[config.mk]
export PLATFORM = sky130hd
export DESIGN_NAME = axi4_lite_master_flat
export DESIGN_NICKNAME = d
export VERILOG_FILES = /design/src/rtl/axi4_lite_master_if.sv /design/src/rtl/axi4_lite_master.sv /design/src/flat_wrapper.sv
export SDC_FILE = /design/constraint.sdc
export NUM_CORES = 1
export LEC_CHECK = 0
export ABC_AREA = 1
export CAP_MARGIN = 15
export CORE_ASPECT_RATIO = 0.7
export CORE_MARGIN = 2
export CORE_UTILIZATION = 41
export DETAILED_ROUTE_END_ITERATION = 16
export HOLD_SLACK_MARGIN = 0.03
export PLACE_DENSITY = 0.89
export SKIP_CTS_REPAIR_TIMING = 1
export SYNTH_ARGS = -nofsm -noshare
export SYNTH_HDL_FRONTEND = slang
export SYNTH_SLANG_ARGS = --single-unit
[constraint.sdc]
create_clock -name m_axi_aclk -period 1.89 [get_ports m_axi_aclk]
set_input_delay 0.2835 -clock m_axi_aclk [delete_from_list [all_inputs] [get_ports m_axi_aclk]]
set_output_delay 0.2835 -clock m_axi_aclk [all_outputs]
set_load 0.1 [all_outputs]
[src/rtl/axi4_lite_master_if.sv]
// Bundles the command port, the response port and the AXI4-Lite master
// channels of axi4_lite_master into one interface with master/slave views.
interface axi4_lite_master_if #(
   parameter int C_M_AXI_DATA_WIDTH = 32,
   parameter int C_M_AXI_ADDR_WIDTH = 4
);
   // command port
   logic                              cmd_valid;
   logic                              cmd_ready;
   logic                              cmd_write;
   logic [C_M_AXI_ADDR_WIDTH-1:0]     cmd_addr;
   logic [C_M_AXI_DATA_WIDTH-1:0]     cmd_wdata;
   logic [C_M_AXI_DATA_WIDTH/8-1:0]   cmd_wstrb;
   // response port
   logic                              rsp_valid;
   logic                              rsp_ready;
   logic [C_M_AXI_DATA_WIDTH-1:0]     rsp_rdata;
   logic [1:0]                        rsp_resp;
   logic                              rsp_err;
   // AXI4-Lite write address / data / response
   logic [C_M_AXI_ADDR_WIDTH-1:0]     m_axi_awaddr;
   logic [2:0]                        m_axi_awprot;
   logic                              m_axi_awvalid;
   logic                              m_axi_awready;
   logic [C_M_AXI_DATA_WIDTH-1:0]     m_axi_wdata;
   logic [C_M_AXI_DATA_WIDTH/8-1:0]   m_axi_wstrb;
   logic                              m_axi_wvalid;
   logic                              m_axi_wready;
   logic [1:0]                        m_axi_bresp;
   logic                              m_axi_bvalid;
   logic                              m_axi_bready;
   // AXI4-Lite read address / data
   logic [C_M_AXI_ADDR_WIDTH-1:0]     m_axi_araddr;
   logic [2:0]                        m_axi_arprot;
   logic                              m_axi_arvalid;
   logic                              m_axi_arready;
   logic [C_M_AXI_DATA_WIDTH-1:0]     m_axi_rdata;
   logic [1:0]                        m_axi_rresp;
   logic                              m_axi_rvalid;
   logic                              m_axi_rready;

   // View used by the initiator itself
   modport master (
      input  cmd_valid, cmd_write, cmd_addr, cmd_wdata, cmd_wstrb,
      output cmd_ready,
      output rsp_valid, rsp_rdata, rsp_resp, rsp_err,
      input  rsp_ready,
      output m_axi_awaddr, m_axi_awprot, m_axi_awvalid,
      input  m_axi_awready,
      output m_axi_wdata, m_axi_wstrb, m_axi_wvalid,
      input  m_axi_wready,
      input  m_axi_bresp, m_axi_bvalid,
      output m_axi_bready,
      output m_axi_araddr, m_axi_arprot, m_axi_arvalid,
      input  m_axi_arready,
      input  m_axi_rdata, m_axi_rresp, m_axi_rvalid,
      output m_axi_rready
   );

   // View used by whoever issues commands and plays the AXI slave
   modport slave (
      output cmd_valid, cmd_write, cmd_addr, cmd_wdata, cmd_wstrb,
      input  cmd_ready,
      input  rsp_valid, rsp_rdata, rsp_resp, rsp_err,
      output rsp_ready,
      input  m_axi_awaddr, m_axi_awprot, m_axi_awvalid,
      output m_axi_awready,
      input  m_axi_wdata, m_axi_wstrb, m_axi_wvalid,
      output m_axi_wready,
      output m_axi_bresp, m_axi_bvalid,
      input  m_axi_bready,
      input  m_axi_araddr, m_axi_arprot, m_axi_arvalid,
      output m_axi_arready,
      output m_axi_rdata, m_axi_rresp, m_axi_rvalid,
      input  m_axi_rready
   );
endinterface

[src/rtl/axi4_lite_master.sv]
// AXI4-Lite initiator: converts one valid/ready command at a time into a
// single-beat AXI4-Lite write or read and returns the slave's response.
// Every output comes straight from a register.
module axi4_lite_master #(
   parameter int C_M_AXI_DATA_WIDTH = 32,
   parameter int C_M_AXI_ADDR_WIDTH = 4
) (
   input logic                  m_axi_aclk,
   input logic                  m_axi_aresetn,
   axi4_lite_master_if.master   bus
);
   localparam int STRB_W = C_M_AXI_DATA_WIDTH / 8;

   typedef enum logic [2:0] {
      IDLE,
      WR_REQ,
      WR_RESP,
      RD_REQ,
      RD_RESP,
      RSP
   } state_t;

   state_t                          r_state;
   logic                            r_cmd_ready;
   logic                            r_rsp_valid;
   logic [C_M_AXI_DATA_WIDTH-1:0]   r_rsp_rdata;
   logic [1:0]                      r_rsp_resp;
   logic                            r_rsp_err;
   logic [C_M_AXI_ADDR_WIDTH-1:0]   r_awaddr;
   logic                            r_awvalid;
   logic [C_M_AXI_DATA_WIDTH-1:0]   r_wdata;
   logic [STRB_W-1:0]               r_wstrb;
   logic                            r_wvalid;
   logic                            r_bready;
   logic [C_M_AXI_ADDR_WIDTH-1:0]   r_araddr;
   logic                            r_arvalid;
   logic                            r_rready;
   logic                            r_aw_done;
   logic                            r_w_done;

   // Handshakes seen this cycle on the two write request channels, and the
   // "done" flags as they will be after this edge.
   logic w_aw_hs;
   logic w_w_hs;
   logic w_aw_done_nxt;
   logic w_w_done_nxt;

   assign w_aw_hs       = r_awvalid & bus.m_axi_awready;
   assign w_w_hs        = r_wvalid & bus.m_axi_wready;
   assign w_aw_done_nxt = r_aw_done | w_aw_hs;
   assign w_w_done_nxt  = r_w_done | w_w_hs;

   // Transaction sequencer: state plus every registered output in one place
   always_ff @(posedge m_axi_aclk or negedge m_axi_aresetn) begin
      // NOTE: async reset clears every output register, so an in-flight
      // transaction or a pending response simply vanishes.
      if (!m_axi_aresetn) begin
         r_state     <= IDLE;
         r_cmd_ready <= 1'b0;
         r_rsp_valid <= 1'b0;
         r_rsp_rdata <= '0;
         r_rsp_resp  <= 2'b00;
         r_rsp_err   <= 1'b0;
         r_awaddr    <= '0;
         r_awvalid   <= 1'b0;
         r_wdata     <= '0;
         r_wstrb     <= '0;
         r_wvalid    <= 1'b0;
         r_bready    <= 1'b0;
         r_araddr    <= '0;
         r_arvalid   <= 1'b0;
         r_rready    <= 1'b0;
         r_aw_done   <= 1'b0;
         r_w_done    <= 1'b0;
      end else begin
         // NOTE: non-blocking assignments throughout, so every branch below
         // reads the pre-edge register values regardless of statement order.
         unique case (r_state)
            IDLE: begin
               if (bus.cmd_valid && r_cmd_ready) begin
                  r_cmd_ready <= 1'b0;
                  if (bus.cmd_write) begin
                     r_awaddr  <= bus.cmd_addr;
                     r_wdata   <= bus.cmd_wdata;
                     r_wstrb   <= bus.cmd_wstrb;
                     r_awvalid <= 1'b1;
                     r_wvalid  <= 1'b1;
                     r_aw_done <= 1'b0;
                     r_w_done  <= 1'b0;
                     r_state   <= WR_REQ;
                  end else begin
                     r_araddr  <= bus.cmd_addr;
                     r_arvalid <= 1'b1;
                     r_state   <= RD_REQ;
                  end
               end else begin
                  // Ready rises on the first edge after reset release
                  r_cmd_ready <= 1'b1;
               end
            end

            WR_REQ: begin
               if (w_aw_hs) begin
                  r_awvalid <= 1'b0;
                  r_aw_done <= 1'b1;
               end
               if (w_w_hs) begin
                  r_wvalid <= 1'b0;
                  r_w_done <= 1'b1;
               end
               // AW and W may finish on the same edge or on different ones
               if (w_aw_done_nxt && w_w_done_nxt) begin
                  r_bready <= 1'b1;
                  r_state  <= WR_RESP;
               end
            end

            WR_RESP: begin
               if (bus.m_axi_bvalid && r_bready) begin
                  r_rsp_resp  <= bus.m_axi_bresp;
                  r_rsp_err   <= bus.m_axi_bresp[1];
                  r_rsp_rdata <= '0;
                  r_bready    <= 1'b0;
                  r_rsp_valid <= 1'b1;
                  r_state     <= RSP;
               end
            end

            RD_REQ: begin
               if (r_arvalid && bus.m_axi_arready) begin
                  r_arvalid <= 1'b0;
                  r_rready  <= 1'b1;
                  r_state   <= RD_RESP;
               end
            end

            RD_RESP: begin
               if (bus.m_axi_rvalid && r_rready) begin
                  r_rsp_rdata <= bus.m_axi_rdata;
                  r_rsp_resp  <= bus.m_axi_rresp;
                  r_rsp_err   <= bus.m_axi_rresp[1];
                  r_rready    <= 1'b0;
                  r_rsp_valid <= 1'b1;
                  r_state     <= RSP;
               end
            end

            RSP: begin
               if (bus.rsp_ready) begin
                  r_rsp_valid <= 1'b0;
                  r_cmd_ready <= 1'b1;
                  r_state     <= IDLE;
               end
            end

            default: r_state <= IDLE;
         endcase
      end
   end

   assign bus.cmd_ready     = r_cmd_ready;
   assign bus.rsp_valid     = r_rsp_valid;
   assign bus.rsp_rdata     = r_rsp_rdata;
   assign bus.rsp_resp      = r_rsp_resp;
   assign bus.rsp_err       = r_rsp_err;
   assign bus.m_axi_awaddr  = r_awaddr;
   assign bus.m_axi_awprot  = 3'b000;
   assign bus.m_axi_awvalid = r_awvalid;
   assign bus.m_axi_wdata   = r_wdata;
   assign bus.m_axi_wstrb   = r_wstrb;
   assign bus.m_axi_wvalid  = r_wvalid;
   assign bus.m_axi_bready  = r_bready;
   assign bus.m_axi_araddr  = r_araddr;
   assign bus.m_axi_arprot  = 3'b000;
   assign bus.m_axi_arvalid = r_arvalid;
   assign bus.m_axi_rready  = r_rready;

endmodule

[src/flat_wrapper.sv]
// flat-port wrapper written by rule: the top's interface ports become plain ports
module axi4_lite_master_flat 
#(
   parameter int C_M_AXI_DATA_WIDTH = 32,
   parameter int C_M_AXI_ADDR_WIDTH = 4
)
  (m_axi_aclk, m_axi_aresetn, bus_cmd_valid, bus_cmd_write, bus_cmd_addr, bus_cmd_wdata, bus_cmd_wstrb, bus_cmd_ready, bus_rsp_valid, bus_rsp_rdata, bus_rsp_resp, bus_rsp_err, bus_rsp_ready, bus_m_axi_awaddr, bus_m_axi_awprot, bus_m_axi_awvalid, bus_m_axi_awready, bus_m_axi_wdata, bus_m_axi_wstrb, bus_m_axi_wvalid, bus_m_axi_wready, bus_m_axi_bresp, bus_m_axi_bvalid, bus_m_axi_bready, bus_m_axi_araddr, bus_m_axi_arprot, bus_m_axi_arvalid, bus_m_axi_arready, bus_m_axi_rdata, bus_m_axi_rresp, bus_m_axi_rvalid, bus_m_axi_rready);
  axi4_lite_master_if #(.C_M_AXI_DATA_WIDTH(C_M_AXI_DATA_WIDTH), .C_M_AXI_ADDR_WIDTH(C_M_AXI_ADDR_WIDTH)) bus_i ();
  input logic m_axi_aclk;
  input logic m_axi_aresetn;
  input wire logic [$bits(bus_i.cmd_valid)-1:0] bus_cmd_valid;
  input wire logic [$bits(bus_i.cmd_write)-1:0] bus_cmd_write;
  input wire logic [$bits(bus_i.cmd_addr)-1:0] bus_cmd_addr;
  input wire logic [$bits(bus_i.cmd_wdata)-1:0] bus_cmd_wdata;
  input wire logic [$bits(bus_i.cmd_wstrb)-1:0] bus_cmd_wstrb;
  output wire logic [$bits(bus_i.cmd_ready)-1:0] bus_cmd_ready;
  output wire logic [$bits(bus_i.rsp_valid)-1:0] bus_rsp_valid;
  output wire logic [$bits(bus_i.rsp_rdata)-1:0] bus_rsp_rdata;
  output wire logic [$bits(bus_i.rsp_resp)-1:0] bus_rsp_resp;
  output wire logic [$bits(bus_i.rsp_err)-1:0] bus_rsp_err;
  input wire logic [$bits(bus_i.rsp_ready)-1:0] bus_rsp_ready;
  output wire logic [$bits(bus_i.m_axi_awaddr)-1:0] bus_m_axi_awaddr;
  output wire logic [$bits(bus_i.m_axi_awprot)-1:0] bus_m_axi_awprot;
  output wire logic [$bits(bus_i.m_axi_awvalid)-1:0] bus_m_axi_awvalid;
  input wire logic [$bits(bus_i.m_axi_awready)-1:0] bus_m_axi_awready;
  output wire logic [$bits(bus_i.m_axi_wdata)-1:0] bus_m_axi_wdata;
  output wire logic [$bits(bus_i.m_axi_wstrb)-1:0] bus_m_axi_wstrb;
  output wire logic [$bits(bus_i.m_axi_wvalid)-1:0] bus_m_axi_wvalid;
  input wire logic [$bits(bus_i.m_axi_wready)-1:0] bus_m_axi_wready;
  input wire logic [$bits(bus_i.m_axi_bresp)-1:0] bus_m_axi_bresp;
  input wire logic [$bits(bus_i.m_axi_bvalid)-1:0] bus_m_axi_bvalid;
  output wire logic [$bits(bus_i.m_axi_bready)-1:0] bus_m_axi_bready;
  output wire logic [$bits(bus_i.m_axi_araddr)-1:0] bus_m_axi_araddr;
  output wire logic [$bits(bus_i.m_axi_arprot)-1:0] bus_m_axi_arprot;
  output wire logic [$bits(bus_i.m_axi_arvalid)-1:0] bus_m_axi_arvalid;
  input wire logic [$bits(bus_i.m_axi_arready)-1:0] bus_m_axi_arready;
  input wire logic [$bits(bus_i.m_axi_rdata)-1:0] bus_m_axi_rdata;
  input wire logic [$bits(bus_i.m_axi_rresp)-1:0] bus_m_axi_rresp;
  input wire logic [$bits(bus_i.m_axi_rvalid)-1:0] bus_m_axi_rvalid;
  output wire logic [$bits(bus_i.m_axi_rready)-1:0] bus_m_axi_rready;
  assign bus_i.cmd_valid = bus_cmd_valid;
  assign bus_i.cmd_write = bus_cmd_write;
  assign bus_i.cmd_addr = bus_cmd_addr;
  assign bus_i.cmd_wdata = bus_cmd_wdata;
  assign bus_i.cmd_wstrb = bus_cmd_wstrb;
  assign bus_cmd_ready = bus_i.cmd_ready;
  assign bus_rsp_valid = bus_i.rsp_valid;
  assign bus_rsp_rdata = bus_i.rsp_rdata;
  assign bus_rsp_resp = bus_i.rsp_resp;
  assign bus_rsp_err = bus_i.rsp_err;
  assign bus_i.rsp_ready = bus_rsp_ready;
  assign bus_m_axi_awaddr = bus_i.m_axi_awaddr;
  assign bus_m_axi_awprot = bus_i.m_axi_awprot;
  assign bus_m_axi_awvalid = bus_i.m_axi_awvalid;
  assign bus_i.m_axi_awready = bus_m_axi_awready;
  assign bus_m_axi_wdata = bus_i.m_axi_wdata;
  assign bus_m_axi_wstrb = bus_i.m_axi_wstrb;
  assign bus_m_axi_wvalid = bus_i.m_axi_wvalid;
  assign bus_i.m_axi_wready = bus_m_axi_wready;
  assign bus_i.m_axi_bresp = bus_m_axi_bresp;
  assign bus_i.m_axi_bvalid = bus_m_axi_bvalid;
  assign bus_m_axi_bready = bus_i.m_axi_bready;
  assign bus_m_axi_araddr = bus_i.m_axi_araddr;
  assign bus_m_axi_arprot = bus_i.m_axi_arprot;
  assign bus_m_axi_arvalid = bus_i.m_axi_arvalid;
  assign bus_i.m_axi_arready = bus_m_axi_arready;
  assign bus_i.m_axi_rdata = bus_m_axi_rdata;
  assign bus_i.m_axi_rresp = bus_m_axi_rresp;
  assign bus_i.m_axi_rvalid = bus_m_axi_rvalid;
  assign bus_m_axi_rready = bus_i.m_axi_rready;
  axi4_lite_master #(.C_M_AXI_DATA_WIDTH(C_M_AXI_DATA_WIDTH), .C_M_AXI_ADDR_WIDTH(C_M_AXI_ADDR_WIDTH)) u_core (.m_axi_aclk(m_axi_aclk), .m_axi_aresetn(m_axi_aresetn), .bus(bus_i));
endmodule
==> results.sh <==
export IMPL_coreArea_um2=8620
export IMPL_syn_to_final_growth_pct=52.2
export IMPL_hold_violations=0
export IMPL_fmax_mhz=604
export IMPL_critPathLaunchType="register"
export IMPL_rsz0062_at_grt="no"
export IMPL_start_util=0.430
export IMPL_clk_latency_ns=0.33
export IMPL_detail_route_antenna_nets=0
export IMPL_ys_warn_count=0
export IMPL_grt_pass1_vias=3230
export IMPL_grt_max_degree=47
export IMPL_rows=28
export IMPL_synth_area_top_cells="dfrtp_1, nand2_1, buf_4"
export IMPL_grtUsageTotal=0.194
export IMPL_stdcell_count=734
export IMPL_regToRegStartpoint="u_core.r_state[2]$_DFFE_PN0P_"
export IMPL_place_congestion=0.859
export IMPL_wirelength_mm=9.42
export IMPL_worstHoldPathType="in -> async"
export IMPL_worstPathArrival_ns=1.87
export IMPL_avgSynthCellArea_um2=8.47
export IMPL_cp_cell_sequence="inv_1 -> nand2_2 -> nor2_2 -> nand2_1 -> nor2_2 -> inv_1 -> nand2_1 -> nand2_1"
export IMPL_status="finished clean"
export IMPL_synth_top_area_frac=0.607
export IMPL_finalClockSkew_ns=0.00816
export IMPL_hpwl_mm=7.10
export IMPL_clock_sinks=90
export IMPL_drive_above_1_share=0.192
export IMPL_ff2ff_path_depth=8
export IMPL_avgViaCountPerCell=4.54
export IMPL_fin_nets=695
export IMPL_antenna_found_initial=0
export IMPL_ys_seq_area_frac=0.607
export IMPL_ys_types=19
export IMPL_cp_max_fo=11
export IMPL_crit_slowest_cell="dfrtp_1"
export IMPL_netlist_instances=438
export IMPL_setup_violations=0
export IMPL_routedWlPerCell_um=12.8
export IMPL_dieArea_um2=9830
export IMPL_clk_pin_slew_worst_paths_ns=0.06
export IMPL_final_setup_tns_ns=0
export IMPL_die_w_um=118
export IMPL_drtIter0Drc=237
export IMPL_drv_slew=0
export IMPL_synthTopCellsByCount="nand2_1, dfrtp_1, buf_4"
export IMPL_fin_crit_ns=1.66
export IMPL_synth_compound_area_frac=0.0209
export IMPL_maxCapViolations=0
export IMPL_critPathRequiredTime_ns=2.10
export IMPL_placed_cells=717
export IMPL_grt_overflow_total=0
export IMPL_drcViolationCount=0
export IMPL_period_share=0.876
export IMPL_cp_end_kind="register"
export IMPL_diodes=0
export IMPL_grt_pass1_wl_mm=15.5
export IMPL_synthFlopType="dfrtp_1"
export IMPL_timing_rr_end="u_core.bus.m_axi_araddr[1]$_DFFE_PN0P_"
export IMPL_synth_top_family_by_area="simple AND/OR/NAND/NOR gates"
export IMPL_synth_xor_area_frac=0
export IMPL_cts_buffer_depth=2
export IMPL_syn_cell_area_um2=3710
export IMPL_r2r_slack_ns=0.23
export IMPL_ios=178
export IMPL_tritoncts="done"
export IMPL_synth_mux_area_frac=0
export IMPL_die_height_um=83.6
export IMPL_synth_seq_cells=90
export IMPL_synth_top_cell_by_area="dfrtp_1"
export IMPL_yosysMostFrequentCell="nand2_1"
export IMPL_path_common_cell="nand2_1"
export IMPL_vias=3331
export IMPL_h_tree_depth=3
export IMPL_synth_fa_ha_area_frac=0
export IMPL_synth_edf_count=0
export IMPL_cts_root_buf="clkbuf_16"
export IMPL_crit_type="reg -> reg"
export IMPL_synth_simple_gate_area_share=0.310
export IMPL_cts_buffers=9
export IMPL_drt_pass1_iter_count=5
export IMPL_port_buffers=171
export IMPL_cpPeakStageDelay_ns=0.49
export IMPL_synthArstFlopShare=1.00
-- how the worst max path moves through the flow --
stage / depth (start not counted) / from / slack (ns) / end
6_report: 8 / u_core.r_state[2]$_DFFE_PN0P_ / 0.23 / u_core.bus.m_axi_araddr[1]$_DFFE_PN0P_
2_1_floorplan: 7 / u_core.bus.cmd_ready$_DFFE_PN0P_ / 0.05 / u_core.r_state[1]$_DFFE_PN0P_
3_3_place_gp: 8 / bus_m_axi_rvalid / 0.28 / u_core.bus.rsp_rdata[8]$_DFFE_PN0P_
5_1_grt: 8 / u_core.r_state[2]$_DFFE_PN0P_ / 0.09 / u_core.bus.m_axi_araddr[2]$_DFFE_PN0P_
3_5_place_dp: 8 / bus_m_axi_rvalid / 0.22 / u_core.bus.rsp_rdata[31]$_DFFE_PN0P_
4_1_cts: 8 / u_core.r_state[2]$_DFFE_PN0P_ / 0.24 / u_core.bus.m_axi_araddr[1]$_DFFE_PN0P_
-- cell families after synthesis --
group,Yosys count
AND/OR/NAND/NOR,295
flip-flops,90
buffers and inverters,38
AO/OA/AOI/OAI,14
other,1
-- critical path: cells and delay by family, from the launching register on --
| family | cells | cell delay, ns |
|---|---|---|
| DFF | 1 | 0.49 |
| and+or+nand+nor | 6 | 0.76 |
| buffers and inverters | 2 | 0.29 |
-- flip-flops by register name (all words and copies together) (netlist names), 2 cells and up --
register                 cells
u_core.bus.m_axi_wdata      32
u_core.bus.rsp_rdata        32
u_core.bus.m_axi_araddr      4
u_core.bus.m_axi_awaddr      4
u_core.bus.m_axi_wstrb       4
u_core.r_state               3
u_core.bus.rsp_resp          2
-- metal layers --
metal,vias to the layer above,global-route usage,routed length (um)
met5,-,0,0
met3,4,0.0731,744
met2,146,0.317,4420
li1,1653,-,-
met4,0,0.0493,42
met1,1528,0.245,4220
-- stage by stage --
stage | setup slack, ns | area, um^2 | utilization | hold slack (ns)
3_3_place_gp | 0.277 | 5290 | 0.614 | 0.259
4_1_cts | 0.242 | 5630 | 0.654 | -0.0925
5_1_grt | 0.0938 | 5640 | 0.655 | 0.485
2_1_floorplan | 0.0537 | 3730 | - | -0.0121
6_report | 0.235 | 5640 | 0.655 | 0.441
3_5_place_dp | 0.224 | 5290 | 0.614 | 0.275
-- layout make-up --
cell class / instances / area (um^2)
clock buffers: 12 / 246
clock inverters: 4 / 98.8
fillers: 693 / 2980
inverters: 15 / 58.8
multi-input cells: 315 / 1250
flip-flops and latches: 90 / 2250
well taps: 120 / 150
repair buffers: 178 / 1590
-- cells in the final DEF, fill, tap and decap left out, types with 2 or more instances in the layout --
master           instances
a21oi_1                  5
buf_12                   3
buf_4                   90
bufinv_16                3
clkbuf_1                 2
clkbuf_16                9
clkdlybuf4s50_1         84
conb_1                   6
dfrtp_1                 90
inv_1                   10
inv_2                    4
nand2_1                269
nand2_2                  2
nand3_1                 11
nand4_1                  2
nor2_1                   7
nor2_2                   2
o21a_1                   3
o21ai_0                  6
Power is left out: the tool's default activity adds up to more than one toggle a clock period on the data nets, which glitch-free logic cannot reach.
